File: src/rtl/pipeline_pkg.sv
// Shared pipeline definitions: field widths, the zero register and the
// control bundle carried from decode to execute, including the bubble value.
package pipeline_pkg;

  localparam int ALUOP_W = 3;
  localparam int REG_W   = 5;
  localparam int DATA_W  = 32;

  localparam logic [REG_W-1:0] ZERO_REG = '0;

  // Control bits travelling with an instruction into EX.
  typedef struct packed {
    logic               reg_write;
    logic               mem_read;
    logic               mem_write;
    logic               mem_to_reg;
    logic               reg_dst;
    logic               alu_src;
    logic [ALUOP_W-1:0] alu_op;
  } ctrl_t;

  // A bubble does nothing: no write, no memory access, ALU op 0.
  localparam ctrl_t BUBBLE_CTRL = '0;

endpackage

File: src/rtl/load_use_detect.sv
// Load-use hazard comparator: flags when the load sitting in EX writes a
// register the instruction in decode needs. Register 0 is never a hazard.
module load_use_detect
  import pipeline_pkg::*;
(
  input  logic             ex_valid,
  input  logic             ex_mem_read,
  input  logic [REG_W-1:0] ex_rt,
  input  logic             id_valid,
  input  logic [REG_W-1:0] id_rs,
  input  logic [REG_W-1:0] id_rt,
  input  logic             id_uses_rt,
  output logic             hazard
);

  logic rs_match;
  logic rt_match;

  // Rt only matters when the decoded instruction reads it as a source.
  always_comb begin
    rs_match = (ex_rt == id_rs);
    rt_match = id_uses_rt && (ex_rt == id_rt);
    hazard   = ex_valid && ex_mem_read && (ex_rt != ZERO_REG) &&
               id_valid && (rs_match || rt_match);
  end

endmodule

File: src/rtl/id_ex_stage.sv
// ID/EX pipeline register with load-use stall generation.
// A cycle loads a bubble (all fields zero, IDEX_Valid=0) when the decode
// slot is squashed by Flush, stalled by a load-use hazard, or empty.
// Flush wins over Stall: a squashed instruction cannot cause a stall.
// Optional feature: define STALL_COUNTER_EN to add the saturating
// StallCount output counting load-use stall cycles.
module id_ex_stage
  import pipeline_pkg::*;
(
  input  logic               clk,
  input  logic               reset,
  input  logic               ID_Valid,
  input  logic [REG_W-1:0]   ID_Rs,
  input  logic [REG_W-1:0]   ID_Rt,
  input  logic [REG_W-1:0]   ID_Rd,
  input  logic               ID_UsesRt,
  input  logic [DATA_W-1:0]  ID_ReadData1,
  input  logic [DATA_W-1:0]  ID_ReadData2,
  input  logic [DATA_W-1:0]  ID_SignExt,
  input  logic               ID_RegWrite,
  input  logic               ID_MemRead,
  input  logic               ID_MemWrite,
  input  logic               ID_MemtoReg,
  input  logic               ID_RegDst,
  input  logic               ID_ALUSrc,
  input  logic [ALUOP_W-1:0] ID_ALUOp,
  input  logic               Flush,
  output logic               IDEX_Valid,
  output logic [REG_W-1:0]   IDEX_Rs,
  output logic [REG_W-1:0]   IDEX_Rt,
  output logic [REG_W-1:0]   IDEX_Rd,
  output logic [DATA_W-1:0]  IDEX_ReadData1,
  output logic [DATA_W-1:0]  IDEX_ReadData2,
  output logic [DATA_W-1:0]  IDEX_SignExt,
  output logic               IDEX_RegWrite,
  output logic               IDEX_MemRead,
  output logic               IDEX_MemWrite,
  output logic               IDEX_MemtoReg,
  output logic               IDEX_RegDst,
  output logic               IDEX_ALUSrc,
  output logic [ALUOP_W-1:0] IDEX_ALUOp,
`ifdef STALL_COUNTER_EN
  output logic [15:0]        StallCount,
`endif
  output logic               Stall
);

  logic  hazard;
  logic  bubble;
  ctrl_t id_ctrl;
  ctrl_t ex_ctrl;

  load_use_detect u_detect (
    .ex_valid    (IDEX_Valid),
    .ex_mem_read (ex_ctrl.mem_read),
    .ex_rt       (IDEX_Rt),
    .id_valid    (ID_Valid),
    .id_rs       (ID_Rs),
    .id_rt       (ID_Rt),
    .id_uses_rt  (ID_UsesRt),
    .hazard      (hazard)
  );

  // Stall is suppressed by Flush (squashed slot) and by reset.
  always_comb begin
    Stall  = hazard && !Flush && !reset;
    bubble = Flush || hazard || !ID_Valid;
    id_ctrl = '{reg_write:  ID_RegWrite,
                mem_read:   ID_MemRead,
                mem_write:  ID_MemWrite,
                mem_to_reg: ID_MemtoReg,
                reg_dst:    ID_RegDst,
                alu_src:    ID_ALUSrc,
                alu_op:     ID_ALUOp};
  end

  // Pipeline register: capture decode fields or a fully zeroed bubble.
  always_ff @(posedge clk or posedge reset) begin
    if (reset) begin
      IDEX_Valid     <= 1'b0;
      IDEX_Rs        <= ZERO_REG;
      IDEX_Rt        <= ZERO_REG;
      IDEX_Rd        <= ZERO_REG;
      IDEX_ReadData1 <= '0;
      IDEX_ReadData2 <= '0;
      IDEX_SignExt   <= '0;
      ex_ctrl        <= BUBBLE_CTRL;
    end else if (bubble) begin
      IDEX_Valid     <= 1'b0;
      IDEX_Rs        <= ZERO_REG;
      IDEX_Rt        <= ZERO_REG;
      IDEX_Rd        <= ZERO_REG;
      IDEX_ReadData1 <= '0;
      IDEX_ReadData2 <= '0;
      IDEX_SignExt   <= '0;
      ex_ctrl        <= BUBBLE_CTRL;
    end else begin
      IDEX_Valid     <= 1'b1;
      IDEX_Rs        <= ID_Rs;
      IDEX_Rt        <= ID_Rt;
      IDEX_Rd        <= ID_Rd;
      IDEX_ReadData1 <= ID_ReadData1;
      IDEX_ReadData2 <= ID_ReadData2;
      IDEX_SignExt   <= ID_SignExt;
      ex_ctrl        <= id_ctrl;
    end
  end

  // Unpack the registered control bundle onto the named outputs.
  always_comb begin
    IDEX_RegWrite = ex_ctrl.reg_write;
    IDEX_MemRead  = ex_ctrl.mem_read;
    IDEX_MemWrite = ex_ctrl.mem_write;
    IDEX_MemtoReg = ex_ctrl.mem_to_reg;
    IDEX_RegDst   = ex_ctrl.reg_dst;
    IDEX_ALUSrc   = ex_ctrl.alu_src;
    IDEX_ALUOp    = ex_ctrl.alu_op;
  end

`ifdef STALL_COUNTER_EN
  logic [15:0] stall_count_q;

  // Count load-use stall cycles, holding at all-ones instead of wrapping.
  always_ff @(posedge clk or posedge reset) begin
    if (reset) begin
      stall_count_q <= 16'h0000;
    end else if (Stall && (stall_count_q != 16'hFFFF)) begin
      stall_count_q <= stall_count_q + 16'h0001;
    end
  end

  assign StallCount = stall_count_q;
`endif

endmodule
File: config.mk
export PLATFORM = sky130hd
export DESIGN_NAME = id_ex_stage
export DESIGN_NICKNAME = d
export VERILOG_FILES = /design/src/rtl/pipeline_pkg.sv /design/src/rtl/load_use_detect.sv /design/src/rtl/id_ex_stage.sv
export SDC_FILE = /design/constraint.sdc
export NUM_CORES = 1
export LEC_CHECK = 0
export BUFFER_PORTS_ARGS = -buffer_cell sky130_fd_sc_hd__buf_4
export CAP_MARGIN = 10
export CORE_ASPECT_RATIO = 1.1
export CORE_MARGIN = 2
export CORE_UTILIZATION = 46
export CTS_BUF_LIST = sky130_fd_sc_hd__clkbuf_2 sky130_fd_sc_hd__clkbuf_4 sky130_fd_sc_hd__clkbuf_8
export DETAILED_ROUTE_END_ITERATION = 8
export PLACE_DENSITY = 0.83
export SLEW_MARGIN = 30
export SYNTH_ARGS = -nofsm -noshare
export SYNTH_HDL_FRONTEND = slang
export SYNTH_SLANG_ARGS = --single-unit
File: constraint.sdc
create_clock -name clk -period 5.6 [get_ports clk]
set_input_delay 1.12 -clock clk [delete_from_list [all_inputs] [get_ports clk]]
set_output_delay 1.12 -clock clk [all_outputs]
set_load 0.02 [all_outputs]
==> metrics.txt <==
DRC Markers 0; final worst-path cycle share 0.5741; placed cell areas 6332 sq um; Slew @ Worst Pin 0.8969 ns; Fillers 648; Worst EP required 4.48 ns; Root Driver clkbuf_8; Hold Path Class input pin to asynchronous set/reset pin; largest net degree at the start of global routing 122; final wirelength 12.36 mm; post-cts gate resize count 0; area leader, netlist dfrtp_1; CTS Buf Count 17; minimum clock period after layout 3.215 ns; f_max 0.3111 GHz; final net count 780; Boundary Pins 247; #FFs+latches synth 121; wire length per cell 15.74 um; Mapped Nets 550; DIE HEIGHT 107.2 um; number of diodes 0; Yosys cell types 18; detailed-route via count 3927; setup TNS 0 ns; Leak Pwr 3.633 nW; top-area cell type share of the netlist area 0.6796; IO buf count 246; Finished Cell Area 6794 sq um; Die ar. 10490 sq um; vias in the first global route 3931; Worst setup EP type output port; gr ovfl total 0; Yosys warning count 0; post-route setup slack 2.385 ns; HPWL after DPL 8.272 mm; CP max FO 2; WP data arrival 2.09 ns; sequential cell area fraction in the yosys report 0.6796; Max Root-Sink Buffers 2; ratio of cells with drive above 1 in the final layout 0.4281; drt via density 5.003; VDD IR max 0.0002336 V; later-pin clock latency in the skew report 0.44 ns; Placer Congestion 0.8413; drt first pass iters 5; Avg Cell Area, Syn 10.48 sq um; final antenna-violating net count 0; Sink Count 121; dpl ws 2.386 ns; Initial Util 0.4741; Syn Inst Count 425; postcts setup bufs 0; drt first-iter violations 263; final hold violation count 0; Setup CP Type input pin to output port; die width 97.84 um; FP Rows 37; cell area after synthesis 4456 sq um; first-pass GRT wire length 19.36 mm; Core Region 9398 sq um; RSZ-0062 raised after global routing false; Setup crit start kind input pin; Pins Over Slew Limit 0; top cells by area, synth dfrtp_1 (68%), a21oi_1 (12%), nand2_1 (9.4%); CTS HTree Levels 4; Cell Pwr Density 303.2 nW/um^2; Post-CTS Hold Buffers 0; CTS tree done; Max Cap Viol 0; area grow syn2layout 52.49%; Worst-path clk slew 0.08 ns; Rel. slew slack 0.4008; initial antenna violation count 0; Clock Skew 0.01312 ns; Overall Global Routing Usage 0.2380; final setup fails 0; Finished Core Util 0.7229; status finished clean
[synthesized netlist by cell type (all sizes together)]
cell type	number
buf	18
inv	11
dfrtp	121
a21oi	112
nor2b	1
nor2	2
nor3	1
xnor2	10
and3	1
o22ai	1
clkbuf	21
nand2b	1
a211oi	10
nand3	2
nand2	112
nand4	1
[through the flow]
stage	hold WS, ns	std cells	power (mW)
3_3_place_gp	1.274	753	1.189
4_1_cts	0.7997	785	2.075
2_1_floorplan	0.9694	425	1.051
6_report	0.7795	785	2.060
3_5_place_dp	1.158	753	1.195
5_1_grt	0.8343	785	2.135
[logic make-up after synthesis]
kind of cell	count (synthesis)	synth area share
and+or+nand+nor	121	0.1050
buffers and inverters	50	0.04943
DFF	121	0.6796
AOI/OAI and AO/OA	123	0.1463
xor gates and xnor gates	10	0.01966
[per-layer routing]
| layer | GRT usage | up-vias | wire length, um |
|---|---|---|---|
| met5 | 0 | - | 0 |
| met4 | 0.1220 | 0 | 435 |
| met3 | 0.08018 | 36 | 1013 |
| met2 | 0.4012 | 202 | 6494 |
| met1 | 0.2696 | 1841 | 4416 |
| li1 | - | 1848 | - |
[critical path, stage by stage]
cell and delay, ns:
buf_4 0.12, xnor2_1 0.17, nand3_1 0.15, o22ai_4 0.21
and3_1 0.18, buf_4 0.14
[cell usage in the layout, fill, tap and decap left out]
cell type / Yosys / final
nor2b_4: 0 / 1
nor2_1: 2 / 2
buf_4: 4 / 248
clkbuf_4: 0 / 1
a21oi_4: 0 / 1
clkinvlp_4: 0 / 3
bufinv_16: 0 / 4
a21oi_1: 111 / 111
nand4_1: 1 / 1
clkinv_2: 0 / 1
and3_1: 1 / 1
nor3_1: 1 / 1
o22ai_4: 0 / 1
inv_1: 11 / 10
nand2_1: 112 / 112
nand2b_1: 1 / 1
inv_4: 0 / 1
clkbuf_8: 0 / 21
nand3_1: 2 / 2
clkinv_4: 0 / 2
dfrtp_1: 121 / 121
buf_6: 0 / 2
xnor2_1: 10 / 10
a211oi_1: 10 / 10
[sequential cells by signal, indices dropped and copies added (netlist names), 3 cells and up]
signal,count
IDEX_ALUOp,3
IDEX_Rd,5
IDEX_ReadData1,32
IDEX_ReadData2,32
IDEX_Rs,5
IDEX_Rt,5
IDEX_SignExt,32
[cell type report]
class	instances	area, sq um	area share
Sequential cell	121	3028	0.4457
Timing Repair Buffer	250	1884	0.2773
Multi-Input combinational cell	254	1230	0.1810
Clock buffer	22	296.5	0.04365
Clock inverter	10	165.2	0.02431
Tap cell	117	146.4	0.02155
Inverter	11	43.79	0.006446
[report_power, final]
group	switching, mW	internal, mW	total (mW)
clock	0.345	0.538	0.883
sequential	0.0126	0.907	0.920
combinational	0.137	0.120	0.257
total	0.495	1.56	2.06
[final timing paths]
kind                            slack (ns)         start           endpoint  depth (start not counted)
worst max-delay path                  2.39      ID_Rs[1]              Stall                          6
worst min-delay path                  0.78         reset        IDEX_ALUSrc                          2
worst max register to register        3.49    IDEX_Rt[1]  IDEX_ReadData1[2]                          5
worst min register to register        1.15  IDEX_MemRead         IDEX_Rd[4]                          4
max in group asynchronous             3.53         reset   IDEX_SignExt[13]                          3
min in group clk                      0.90     ID_RegDst        IDEX_RegDst                          3
(Power assumes the default switching activity.)
